## src/rtl/mac_pkg.sv

```systemverilog
// rtl/mac_pkg.sv - shared state encoding and default widths for the MAC sequencer
package mac_pkg;
    localparam int WIDTH_DEF = 24;
    localparam int AW_DEF    = 8;

    typedef enum logic [2:0] {
        ST_IDLE   = 3'd0,
        ST_CLEAR  = 3'd1,
        ST_STREAM = 3'd2,
        ST_DRAIN  = 3'd3,
        ST_DONE   = 3'd4
    } state_t;
endpackage

```

## src/rtl/mac_seq_agen.sv

```systemverilog
// rtl/mac_seq_agen.sv - pair counter and operand address counters for mac_seq
module mac_seq_agen #(
    parameter int AW = mac_pkg::AW_DEF
) (
    input  logic          clk,
    input  logic          rst,
    input  logic          load,
    input  logic          rd_step,
    input  logic          wr_step,
    input  logic [AW:0]   len,
    input  logic [AW-1:0] base0,
    input  logic [AW-1:0] base1,
    output logic [AW-1:0] addr0,
    output logic [AW-1:0] addr1,
    output logic          len_zero,
    output logic          last
);
    logic [AW:0] cnt_q;

    // Address counters wrap naturally at AW bits; the pair counter counts write cycles left.
    always_ff @(posedge clk) begin
        if (rst) begin
            cnt_q <= '0;
            addr0 <= '0;
            addr1 <= '0;
        end else if (load) begin
            cnt_q <= len;
            addr0 <= base0;
            addr1 <= base1;
        end else begin
            if (rd_step) begin
                addr0 <= addr0 + AW'(1);
                addr1 <= addr1 + AW'(1);
            end
            if (wr_step) begin
                cnt_q <= cnt_q - (AW+1)'(1);
            end
        end
    end

    assign len_zero = (cnt_q == '0);
    assign last     = (cnt_q == (AW+1)'(1));
endmodule

```

## src/rtl/mac_seq.sv

```systemverilog
// rtl/mac_seq.sv - sequences operand reads into an external MAC and captures the dot product
module mac_seq
    import mac_pkg::*;
#(
    parameter int WIDTH = WIDTH_DEF,
    parameter int AW    = AW_DEF
) (
    input  logic             Clk_CI,
    input  logic             Rst_RI,
    input  logic             Start_SI,
    input  logic [AW:0]      Len_DI,
    input  logic [AW-1:0]    Base0_DI,
    input  logic [AW-1:0]    Base1_DI,
    output logic             Busy_SO,
    output logic             Done_SO,
    output logic [WIDTH-1:0] Res_DO,
    output logic             RdEn_SO,
    output logic [AW-1:0]    RdAddr0_DO,
    output logic [AW-1:0]    RdAddr1_DO,
    input  logic [WIDTH-1:0] RdData0_DI,
    input  logic [WIDTH-1:0] RdData1_DI,
    output logic             MacClr_SO,
    output logic             MacWrEn_SO,
    output logic [WIDTH-1:0] MacIn0_DO,
    output logic [WIDTH-1:0] MacIn1_DO,
    input  logic [WIDTH-1:0] MacOut_DI
);
    state_t state_q, state_d;
    logic   load, len_zero, last;

    mac_seq_agen #(.AW(AW)) u_agen (
        .clk      (Clk_CI),
        .rst      (Rst_RI),
        .load     (load),
        .rd_step  (RdEn_SO),
        .wr_step  (MacWrEn_SO),
        .len      (Len_DI),
        .base0    (Base0_DI),
        .base1    (Base1_DI),
        .addr0    (RdAddr0_DO),
        .addr1    (RdAddr1_DO),
        .len_zero (len_zero),
        .last     (last)
    );

    always_ff @(posedge Clk_CI) begin
        if (Rst_RI) begin
            state_q <= ST_IDLE;
        end else begin
            state_q <= state_d;
        end
    end

    always_comb begin
        state_d = state_q;
        case (state_q)
            ST_IDLE:   if (Start_SI) state_d = ST_CLEAR;
            ST_CLEAR:  state_d = len_zero ? ST_DRAIN : ST_STREAM;
            ST_STREAM: if (last) state_d = ST_DRAIN;
            ST_DRAIN:  state_d = ST_DONE;
            ST_DONE:   state_d = ST_IDLE;
            default:   state_d = ST_IDLE;
        endcase
    end

    // Reads run one cycle ahead of writes, so the final stream cycle issues no read.
    always_comb begin
        load       = 1'b0;
        RdEn_SO    = 1'b0;
        MacClr_SO  = 1'b0;
        MacWrEn_SO = 1'b0;
        Done_SO    = 1'b0;
        case (state_q)
            ST_IDLE:   load = Start_SI;
            ST_CLEAR: begin
                MacClr_SO = 1'b1;
                RdEn_SO   = ~len_zero;
            end
            ST_STREAM: begin
                MacWrEn_SO = 1'b1;
                RdEn_SO    = ~last;
            end
            ST_DONE:   Done_SO = 1'b1;
            default:   ;
        endcase
    end

    assign Busy_SO   = (state_q != ST_IDLE);
    assign MacIn0_DO = MacWrEn_SO ? RdData0_DI : '0;
    assign MacIn1_DO = MacWrEn_SO ? RdData1_DI : '0;

    always_ff @(posedge Clk_CI) begin
        if (Rst_RI) begin
            Res_DO <= '0;
        end else if (state_q == ST_DRAIN) begin
            Res_DO <= MacOut_DI;
        end
    end
endmodule

```

## config.mk

```make
export PLATFORM = sky130hd
export DESIGN_NAME = mac_seq
export DESIGN_NICKNAME = d
export VERILOG_FILES = /design/src/rtl/mac_pkg.sv /design/src/rtl/mac_seq_agen.sv /design/src/rtl/mac_seq.sv
export SDC_FILE = /design/constraint.sdc
export NUM_CORES = 1
export LEC_CHECK = 0
export CAP_MARGIN = 20
export CELL_PAD_IN_SITES_DETAIL_PLACEMENT = 0
export CELL_PAD_IN_SITES_GLOBAL_PLACEMENT = 2
export CORE_MARGIN = 2
export CORE_UTILIZATION = 17
export CTS_CLUSTER_DIAMETER = 40
export CTS_CLUSTER_SIZE = 16
export DETAILED_ROUTE_END_ITERATION = 8
export PLACE_DENSITY = 0.78
export SYNTH_ARGS = -nofsm -noshare
export SYNTH_HDL_FRONTEND = slang
export SYNTH_HIERARCHICAL = 1
export SYNTH_SLANG_ARGS = --single-unit
```

## constraint.sdc

```tcl
create_clock -name Clk_CI -period 2.1 [get_ports Clk_CI]
set_input_delay 0.21 -clock Clk_CI [delete_from_list [all_inputs] [get_ports Clk_CI]]
set_output_delay 0.21 -clock Clk_CI [all_outputs]
set_load 0.005 [all_outputs]
```

==> impl_metrics.py, run 1 <==
metrics = {
    "global_routing": {
        "grt_max_degree": 37,
        "track_usage_pct": 11.4,
        "overflow": 0,
        "grt_pass1_vias": 3038,
        "grt_pass1_wl_mm": 16.8,
        "antenna_found_initial": 0,
    },
    "floorplan": {
        "ioPinCount": 193,
        "die_y_um": 135,
        "die_width_um": 135,
        "start_util_pct": 17.5,
        "rows": 47,
        "die_area_um2": 18300,
        "core_um2": 16700,
    },
    "drt": {
        "first_pass_iters": 4,
        "initialDrtViolationCount": 115,
        "route.detailed.drc": 0,
        "vias": 3128,
        "ant_nets": 0,
        "finalWirelength_mm": 10.8,
        "via_per_inst": 4.06,
        "post_drt_wl_per_cell_um": 14.0,
    },
    "pwr": {
        "p_leak_nw": 1.97,
        "p_per_area_nw_per_um2": 712,
        "power_mw": 3.88,
        "ir_drop_mv": 0.340,
    },
    "yosys": {
        "ys_top_cells_by_area": "dfxtp_1 (36%), and2_1 (10%), a21oi_2 (6.0%)",
        "synth_area_um2": 2930,
        "yosysSeqAreaShare_pct": 35.6,
        "synthDistinctLibCells": 46,
        "syn_nets": 453,
        "synth.largest_area_cell": "dfxtp_1",
        "ys_ff_latch": 52,
        "syn_inst": 349,
        "postSynth.asyncResetShare_pct": 0,
        "synth_top_area_share_pct": 35.6,
        "synthFlopType": "dfxtp_1",
        "ys.warnings.count": 6,
        "avgSynthCellArea_um2": 8.38,
        "synth-edff-count": 0,
    },
    "place": {
        "gp_congestion": 0.811,
        "post-place-ws_ns": 0.0622,
        "dpl.hpwl_mm": 8.09,
        "io_buffer_count": 192,
    },
    "critical_path": {
        "cp-start-kind": "flip-flop",
        "critPathMaxFanout": 6,
        "cp-end-kind": "flip-flop",
        "required_ns": 2.31,
        "crit_type": "reg -> reg",
        "cp.arrival_ns": 2.27,
        "r2r_cells": 6,
    },
    "timing": {
        "timing.final.crit_share_pct": 98.0,
        "period_minus_slack_ns": 2.06,
        "finalSetupTns_ns": 0,
        "final-hold-violation-count": 0,
        "finalSetupViolCount": 0,
        "fin_ws_ns": 0.0412,
        "slew_headroom_pct": 73.8,
        "fin_skew_ns": 0.00782,
        "slew_violations": 0,
        "tightest_slew_ns": 0.393,
        "max_freq_mhz": 486,
    },
    "cts": {
        "cts_buffers": 5,
        "cts_root_buffer": "clkbuf_16",
        "cts.path.max_buffers": 2,
        "clkTransAtPathRegs_ns": 0.07,
        "cts_sinks": 52,
        "cts_tree": "built",
        "clk_latency_ns": 0.29,
        "htree_levels": 2,
    },
    "run": {
        "drv_cap": 0,
    },
    "final_layout": {
        "register_area_um2": 1050,
        "syn_to_final_growth_pct": 86.2,
        "diodes": 0,
        "final_core_util_pct": 32.6,
        "fin_nets": 654,
        "multiInputGateArea_um2": 1740,
        "fill_cells": 1768,
        "drive_above_1_share_pct": 18.7,
    },
    "worst_hold_path": {
        "hold_class": "in -> reg",
        "hold_depth": 4,
    },
    "run_status": {
        "status": "finished clean",
    },
}
[stage by stage]
step	cell area, um2	cells	hold slack (ns)
final	5450	771	0.384
after global routing	5450	771	0.405
after CTS	5330	765	0.412
after detailed placement	5100	754	0.449
after global placement	5100	754	0.443
after floorplan	2940	349	0.337
[kinds of logic after synthesis]
group                      synth area share, %
AOI/OAI and AO/OA                         17.3
xor gates and xnor gates                  3.29
adders and majority gates                 1.71
buffers and inverters                     6.84
DFF                                       35.6
muxes                                    0.770
and+or+nand+nor                           34.5
[worst max-delay path, stage by stage (launching register included)]
cell      delay, ns
dfxtp_4        0.37
nor3b_4        0.23
buf_6          0.15
buf_4          0.12
or3b_4         0.41
or4_4          0.43
a311oi_2       0.27
[timing repair]
action                                  4_1_cts  5_1_grt
gates resized for setup                      21       16
hold buffers                                  0        0
setup buffers                                 2        5
pin swaps                                     1        2
cloned                                        1        1
endpoints found under the setup margin       49       52
[path summary, 6_finish.rpt]
check,start,endpoint,slack [ns]
max,state_q[0]$_SDFFE_PP0P_,u_agen/cnt_q[7]$_SDFFE_PP0P_,0.04
min,Rst_RI,u_agen/addr0[6]$_SDFFE_PP0P_,0.38
max reg2reg,state_q[0]$_SDFFE_PP0P_,u_agen/cnt_q[7]$_SDFFE_PP0P_,0.04
min reg2reg,Res_DO[9]$_SDFFE_PP0N_,Res_DO[9]$_SDFFE_PP0N_,0.46
[report_power, final]
part	internal, mW	switching (mW)	leakage, nW
Sequential	1.12	0.137	0.428
Clock	0.629	0.374	0.0901
Combinational	0.960	0.662	1.46
[state kept, by name, summed over array words and instances, names as in the netlist]
signal and cells:
u_agen/cnt_q 9, u_agen/addr1 8, state_q 3, Res_DO 24, u_agen/addr0 8
[cell usage after synthesis (2+ instances only)]
master,n
ha_1,4
a21oi_2,20
nor3b_1,7
buf_12,2
or3_1,5
or4_1,4
nor3_1,2
nand2_2,20
a311oi_1,6
nor4b_1,2
buf_2,3
nand3_1,7
and2_1,48
inv_1,6
a21oi_1,14
a31oi_1,2
a211oi_1,8
or3_2,3
clkbuf_2,5
mux2_2,2
or3b_1,2
clkbuf_1,10
o31ai_1,2
o21ai_0,7
o211ai_1,7
nand2_1,43
and3_1,3
nand4_1,7
buf_6,4
o21bai_1,2
xor2_1,10
dfxtp_1,52
nor2_1,17
[cell usage in the layout, fill, tap and decap left out, drive strengths merged, types with 7 or more instances in the layout]
| cell type | n |
|---|---|
| dfxtp | 52 |
| a211oi | 8 |
| clkdlybuf4s50 | 178 |
| buf | 28 |
| nand3 | 7 |
| nand4 | 7 |
| nor3b | 8 |
| and2 | 48 |
| dlygate4sd2 | 12 |
| a21oi | 34 |
| nand2 | 63 |
| nor2 | 17 |
| xor2 | 10 |
| o21ai | 7 |
| clkbuf | 8 |
| o211ai | 7 |
| or3 | 8 |
[per-layer routing]
layer | wire length (um) | GRT usage, %
met1 | 4950 | 15.4
met2 | 5270 | 19.2
met3 | 535 | 2.47
met4 | 47 | 1.39
met5 | 0 | 0
[area by class of cell]
type | instances | area share [%]
timing repair buffer | 220 | 39.9
inverter | 7 | 0.482
sequential | 52 | 19.3
clock buffer | 7 | 2.80
clock inverter | 1 | 0.551
multi-input combinational | 264 | 31.9
tap | 220 | 5.05
(Power assumes the default switching activity.)
==> inputs of run 2 (changes only) <==
--- a/config.mk
+++ b/config.mk
@@ -14,6 +14,7 @@
 export CTS_CLUSTER_SIZE = 16
 export DETAILED_ROUTE_END_ITERATION = 8
 export PLACE_DENSITY = 0.78
+export SKIP_CTS_REPAIR_TIMING = 1
 export SYNTH_ARGS = -nofsm -noshare
 export SYNTH_HDL_FRONTEND = slang
 export SYNTH_HIERARCHICAL = 1
==> run 2 against run 1 <==
Net effect:
- critical path type is now reg -> out
- wire length up 4.2%
- global-route usage is 0.24 points lower
- final area grew 2.8%
- clock power is essentially flat
- combinational power grew 3%
- register-to-register slack barely moved
- cell count rose by 0.52%
- sequential share of layout area fell by 0.54 points
- setup slack gained 0.00068 ns
- non-clock buffer count is 4 higher
==> impl_metrics.py, run 2 (same netlist as run 1, synthesis figures left out) <==
metrics = {
    "cts": {
        "htree_levels": 2,
        "cts_sinks": 52,
        "cts.path.max_buffers": 2,
        "clk_latency_ns": 0.29,
        "cts_buffers": 5,
        "clkTransAtPathRegs_ns": 0.07,
        "cts_tree": "built",
        "cts_root_buffer": "clkbuf_16",
    },
    "final_layout": {
        "diodes": 0,
        "top_regs": "Res_DO (24), u_agen/cnt_q (9)",
        "finalNonFillerCells": 775,
        "largest_reg_flops": 24,
        "mostFrequentLayoutCells": "clkdlybuf4s50_1 (151), and2_1 (47), dfxtp_1 (46), nand2_1 (43), dlymetal6s2s_1 (40)",
        "fin_nets": 658,
        "syn_to_final_growth_pct": 91.5,
        "drive_above_1_share_pct": 19.1,
        "largest_register": "Res_DO",
        "final_common_cell": "clkdlybuf4s50_1",
    },
    "drt": {
        "route.detailed.drc": 0,
        "via_per_inst": 4.11,
        "post_drt_wl_per_cell_um": 14.5,
        "finalWirelength_mm": 11.3,
        "ant_nets": 0,
        "vias": 3186,
        "initialDrtViolationCount": 121,
        "first_pass_iters": 4,
    },
    "place": {
        "dpl.hpwl_mm": 8.09,
        "dp_cells": 754,
        "gp_congestion": 0.811,
        "io_buffer_count": 192,
    },
    "floorplan": {
        "die_width_um": 135,
        "die_area_um2": 18300,
        "ioPinCount": 193,
        "die_y_um": 135,
        "rows": 47,
        "core_um2": 16700,
        "start_util_pct": 17.5,
    },
    "worst_hold_path": {
        "hold_depth": 4,
        "hold_class": "in -> reg",
    },
    "critical_path": {
        "r2r_start": "state_q[1]$_SDFFE_PP0P_",
        "critPathMaxFanout": 12,
        "cp.arrival_ns": 1.85,
        "path_buf_inv": 3,
        "path_depth": 5,
        "rrSetupSlack_ns": 0.05,
        "critPathCapture": "MacIn1_DO[2]",
        "cp-end-kind": "output port",
        "critPathSlowestCell": "clkdlybuf4s50_1",
        "cpLargestDelayFamily": "buffers and inverters",
        "required_ns": 1.89,
        "path_cells": "nor3b_4 > buf_12 > buf_12 > and2_1 > clkdlybuf4s50_1",
        "crit_top_cell": "buf_12",
        "crit_type": "reg -> out",
        "cp-start-kind": "flip-flop",
        "cp-startpoint": "state_q[1]$_SDFFE_PP0P_",
        "reg2reg_to": "u_agen/cnt_q[7]$_SDFFE_PP0P_",
        "cpPeakStageDelay_ns": 0.50,
        "r2r_cells": 6,
    },
    "timing": {
        "final-hold-violation-count": 0,
        "whs_ns": 0.385,
        "timing.final.crit_share_pct": 98.0,
        "slew_headroom_pct": 73.7,
        "tightest_slew_ns": 0.394,
        "fin_skew_ns": 0.00818,
        "finalSetupViolCount": 0,
        "slew_violations": 0,
        "max_freq_mhz": 486,
        "rsz0062_at_grt": "yes",
        "period_minus_slack_ns": 2.06,
    },
    "pwr": {
        "ir_drop_mv": 0.374,
        "p_leak_nw": 2.65,
        "power_mw": 3.93,
        "p_per_area_nw_per_um2": 702,
    },
    "global_routing": {
        "grt_pass1_wl_mm": 16.4,
        "antenna_found_initial": 0,
        "overflow": 0,
        "grt_max_degree": 50,
        "track_usage_pct": 11.1,
        "grt_pass1_vias": 2984,
    },
    "run": {
        "drv_cap": 0,
    },
    "run_status": {
        "status": "finished clean",
    },
}
-- run 2: changes by cell type in the layout (fill, tap and decap cells not counted) --
cell,delta
dlymetal6s2s_1,+40
clkdlybuf4s50_1,-27
dlygate4sd2_1,-12
buf_4,+3
buf_12,+2
buf_6,-2
and2_1,+1
and2_4,-1
buf_16,-1
buf_2,+1
clkbuf_16,+1
clkdlybuf4s15_1,-1
-- run 2: worst min-delay path by stage --
stage / from / to / slack [ns]
floorplan: MacOut_DI[0] / Res_DO[0]$_SDFFE_PP0N_ / 0.34
global route: Rst_RI / u_agen/addr0[6]$_SDFFE_PP0P_ / 0.40
finish: Rst_RI / u_agen/addr0[6]$_SDFFE_PP0P_ / 0.38
global placement: Res_DO[10]$_SDFFE_PP0N_ / Res_DO[10]$_SDFFE_PP0N_ / 0.44
CTS: Rst_RI / u_agen/addr0[6]$_SDFFE_PP0P_ / 0.41
detailed placement: Res_DO[10]$_SDFFE_PP0N_ / Res_DO[10]$_SDFFE_PP0N_ / 0.45
-- run 2: final cells by class --
type / count / area (um2)
fill: 1735 / 11100
timing repair buffer: 224 / 2330
multi-input combinational: 264 / 1730
sequential: 52 / 1050
tap: 220 / 275
clock buffer: 7 / 153
clock inverter: 1 / 30.0
inverter: 7 / 26.3
-- run 2: power breakdown --
group          internal [mW]  switching, mW  total (mW)
registers               1.12          0.139        1.26
logic                  0.988          0.684        1.67
clock network          0.629          0.377        1.01
total                   2.73           1.20        3.93
-- run 2: worst register-to-register path, stage by stage (launching register included) --
cell,delay [ns]
dfxtp_4,0.37
nor3b_4,0.26
buf_12,0.16
buf_4,0.11
or3b_4,0.40
or4_4,0.43
a311oi_2,0.24
-- run 2: stage by stage --
stage / setup WS, ns / instance area [um2] / util, % / TNS [ns]
after floorplan: -0.0555 / 2940 / - / -0.114
after global placement: 0.0825 / 5100 / 30.5 / 0
after detailed placement: 0.0622 / 5100 / 30.5 / 0
after CTS: -0.209 / 5280 / 31.6 / -3.55
after global routing: -0.0495 / 5600 / 33.5 / -0.285
final: 0.0419 / 5600 / 33.5 / 0
-- run 2: metal layers --
| metal | GRT usage (%) | vias up | part of all wire (%) |
|---|---|---|---|
| met3 | 2.47 | 10 | 5.3 |
| li1 | - | 1607 | - |
| met4 | 1.39 | 0 | 0.50 |
| met2 | 18.6 | 87 | 49 |
| met5 | 0 | - | 0 |
| met1 | 15.1 | 1482 | 46 |
==> inputs of run 3 (changes only) <==
--- a/config.mk
+++ b/config.mk
@@ -9,7 +9,7 @@
 export CELL_PAD_IN_SITES_DETAIL_PLACEMENT = 0
 export CELL_PAD_IN_SITES_GLOBAL_PLACEMENT = 2
 export CORE_MARGIN = 2
-export CORE_UTILIZATION = 17
+export CORE_UTILIZATION = 16
 export CTS_CLUSTER_DIAMETER = 40
 export CTS_CLUSTER_SIZE = 16
 export DETAILED_ROUTE_END_ITERATION = 8
@@ -17,5 +17,4 @@
 export SKIP_CTS_REPAIR_TIMING = 1
 export SYNTH_ARGS = -nofsm -noshare
 export SYNTH_HDL_FRONTEND = slang
-export SYNTH_HIERARCHICAL = 1
 export SYNTH_SLANG_ARGS = --single-unit
==> run 3 against run 2 <==
Net effect:
- final area down 3.5%
- count of clock-buffer cells in the layout down 2
- synthesized cell count down 2.6%
- synthesized area down 7.2%
- clock power down 7%
- worst hold slack better by 0.039 ns
- die area down 1.3%
- setup slack better by 0.058 ns
- critical endpoint is now u_agen.cnt_q[8]$_SDFFE_PP0P_
==> impl_metrics.py, run 3 <==
metrics = {
    "pwr": {
        "power_mw": 5.62,
        "p_leak_nw": 2.79,
        "ir_drop_mv": 0.446,
        "p_per_area_nw_per_um2": 1040,
    },
    "run_status": {
        "status": "finished clean",
    },
    "cts": {
        "clk_latency_ns": 0.29,
        "cts_buffers": 5,
        "cts.path.max_buffers": 2,
        "cts_root_buffer": "clkbuf_16",
        "htree_levels": 2,
        "cts_tree": "built",
        "cts_sinks": 52,
        "clkTransAtPathRegs_ns": 0.07,
    },
    "global_routing": {
        "grt_pass1_vias": 3117,
        "overflow": 0,
        "antenna_found_initial": 0,
        "track_usage_pct": 10.9,
        "grt_pass1_wl_mm": 16.0,
        "grt_max_degree": 35,
    },
    "final_layout": {
        "fin_nets": 648,
        "fin_area_um2": 5410,
        "largest_register": "Res_DO",
        "finalNonFillerCells": 764,
        "syn_to_final_growth_pct": 99.2,
        "mostFrequentLayoutCells": "clkdlybuf4s50_1 (141), and2_1 (53), nand2_1 (52), dlymetal6s2s_1 (50), dfxtp_1 (48)",
        "largest_reg_flops": 24,
        "top_regs": "Res_DO (24), u_agen.cnt_q (9)",
        "diodes": 0,
        "final_common_cell": "clkdlybuf4s50_1",
        "drive_above_1_share_pct": 9.93,
    },
    "yosys": {
        "synth-edff-count": 0,
        "synthDistinctLibCells": 41,
        "yosysMostFrequentCell": "and2_1",
        "yosysSeqAreaShare_pct": 38.3,
        "postSynth.asyncResetShare_pct": 0,
        "yosys-top-cells-count": "and2_1 (53), dfxtp_1 (52), nand2_1 (52)",
        "syn_nets": 445,
        "ys.warnings.count": 0,
        "avgSynthCellArea_um2": 7.99,
        "ys_ff_latch": 52,
        "synth.largest_area_cell": "dfxtp_1",
        "synth_top_area_share_pct": 38.3,
        "synth_area_um2": 2720,
        "synthFlopType": "dfxtp_1",
        "ys_top_cells_by_area": "dfxtp_1 (38%), and2_1 (12%), nand2_1 (7.2%)",
        "syn_inst": 340,
    },
    "drt": {
        "via_per_inst": 4.08,
        "vias": 3114,
        "route.detailed.drc": 0,
        "initialDrtViolationCount": 81,
        "finalWirelength_mm": 10.7,
        "post_drt_wl_per_cell_um": 14.0,
        "ant_nets": 0,
        "first_pass_iters": 4,
    },
    "critical_path": {
        "cp.arrival_ns": 2.22,
        "path_cells": "or3b_4 > inv_8 > buf_4 > nand2_4 > or4_4 > or3_1 > a31oi_1",
        "required_ns": 2.32,
        "cpPeakStageDelay_ns": 0.42,
        "cpLargestDelayFamily": "simple AND/OR/NAND/NOR gates",
        "path_buf_inv": 2,
        "cp-start-kind": "flip-flop",
        "cp-end-kind": "flip-flop",
        "crit_type": "reg -> reg",
        "critPathMaxFanout": 5,
        "critPathSlowestCell": "or3b_4",
    },
    "floorplan": {
        "ioPinCount": 193,
        "start_util_pct": 16.4,
        "die_width_um": 134,
        "die_y_um": 134,
        "rows": 47,
        "core_um2": 16600,
        "die_area_um2": 18000,
    },
    "place": {
        "dp_cells": 746,
        "post-place-ws_ns": -0.0497,
        "dpl-instance-area_um2": 4990,
        "dpl.hpwl_mm": 8.00,
        "gp_congestion": 0.685,
        "io_buffer_count": 192,
    },
    "timing": {
        "final-hold-violation-count": 0,
        "tightest_slew_ns": 0.652,
        "finalSetupViolCount": 0,
        "max_freq_mhz": 500,
        "slew_headroom_pct": 56.5,
        "slew_violations": 0,
        "timing.final.crit_share_pct": 95.2,
        "fin_ws_ns": 0.100,
        "period_minus_slack_ns": 2.00,
        "fin_skew_ns": 0.00395,
        "whs_ns": 0.424,
    },
    "worst_hold_path": {
        "hold_class": "in -> reg",
    },
    "run": {
        "drv_cap": 0,
    },
}
run 3: cell count changes in the layout (fill, tap and decap cells not counted), moves of 7 or more:
cell and delta:
a21oi_2 -20, nand2_2 -20, nand2_1 +9, clkdlybuf4s50_1 -10, nor3_1 +7, dlymetal6s2s_1 +10
a21oi_1 +15, nand3_1 -7
run 3: worst register-to-register path, delay by kind of cell, from the launching register on:
kind	cells	cell delay, ns
buffers and inverters	2	0.22
AO/OA/AOI/OAI	1	0.16
AND/OR/NAND/NOR	4	1.21
flip-flops	1	0.35
run 3: cell type report:
cell class,count,area (um2)
clock inverter,3,42.5
timing repair buffer,223,2330
sequential,52,1050
multi-input combinational,257,1560
tap,220,275
fill,1766,11200
inverter,4,22.5
clock buffer,5,125
run 3: cell families (layout without fill, tap and decap cells):
kind of cell / Yosys count / after routing / share of synthesized area, %
AOI/OAI and AO/OA: 70 / 70 / 16.5
xor gates and xnor gates: 15 / 15 / 4.84
adders and majority gates: 5 / 5 / 2.30
buffers and inverters: 31 / 235 / 4.98
DFF: 52 / 52 / 38.3
muxes: 2 / 2 / 0.737
and+or+nand+nor: 165 / 165 / 32.4
run 3: final timing paths:
path                            from                      endpoint  slack, ns  depth (start not counted)
max          state_q[1]$_SDFFE_PP0P_  u_agen.cnt_q[8]$_SDFFE_PP0P_       0.10                          7
min                           Rst_RI       state_q[2]$_SDFFE_PP0P_       0.42                          2
max reg2reg  state_q[1]$_SDFFE_PP0P_  u_agen.cnt_q[8]$_SDFFE_PP0P_       0.10                          7
min reg2reg  Res_DO[15]$_SDFFE_PP0P_       Res_DO[15]$_SDFFE_PP0P_       0.46                          2
run 3: stage by stage:
| stage | utilization [%] | setup TNS [ns] |
|---|---|---|
| 6_report | 32.6 | 0 |
| 4_1_cts | 31.1 | -8.40 |
| 3_5_place_dp | 30.1 | -0.0791 |
| 2_1_floorplan | - | 0 |
| 5_1_grt | 32.6 | -0.000863 |
| 3_3_place_gp | 30.1 | -0.0196 |
run 3: report_power, final:
| part | internal, mW | switching (mW) |
|---|---|---|
| clock network | 0.561 | 0.381 |
| registers | 1.24 | 0.225 |
| logic | 1.85 | 1.36 |
| total | 3.65 | 1.97 |
run 3: per-layer routing:
| metal | track usage (%) | vias to the layer above | wire, um |
|---|---|---|---|
| li1 | - | 1571 | - |
| met1 | 13.1 | 1456 | 4370 |
| met2 | 19.0 | 79 | 5580 |
| met3 | 3.51 | 8 | 670 |
| met4 | 2.40 | 0 | 103 |
| met5 | 0 | - | 0 |
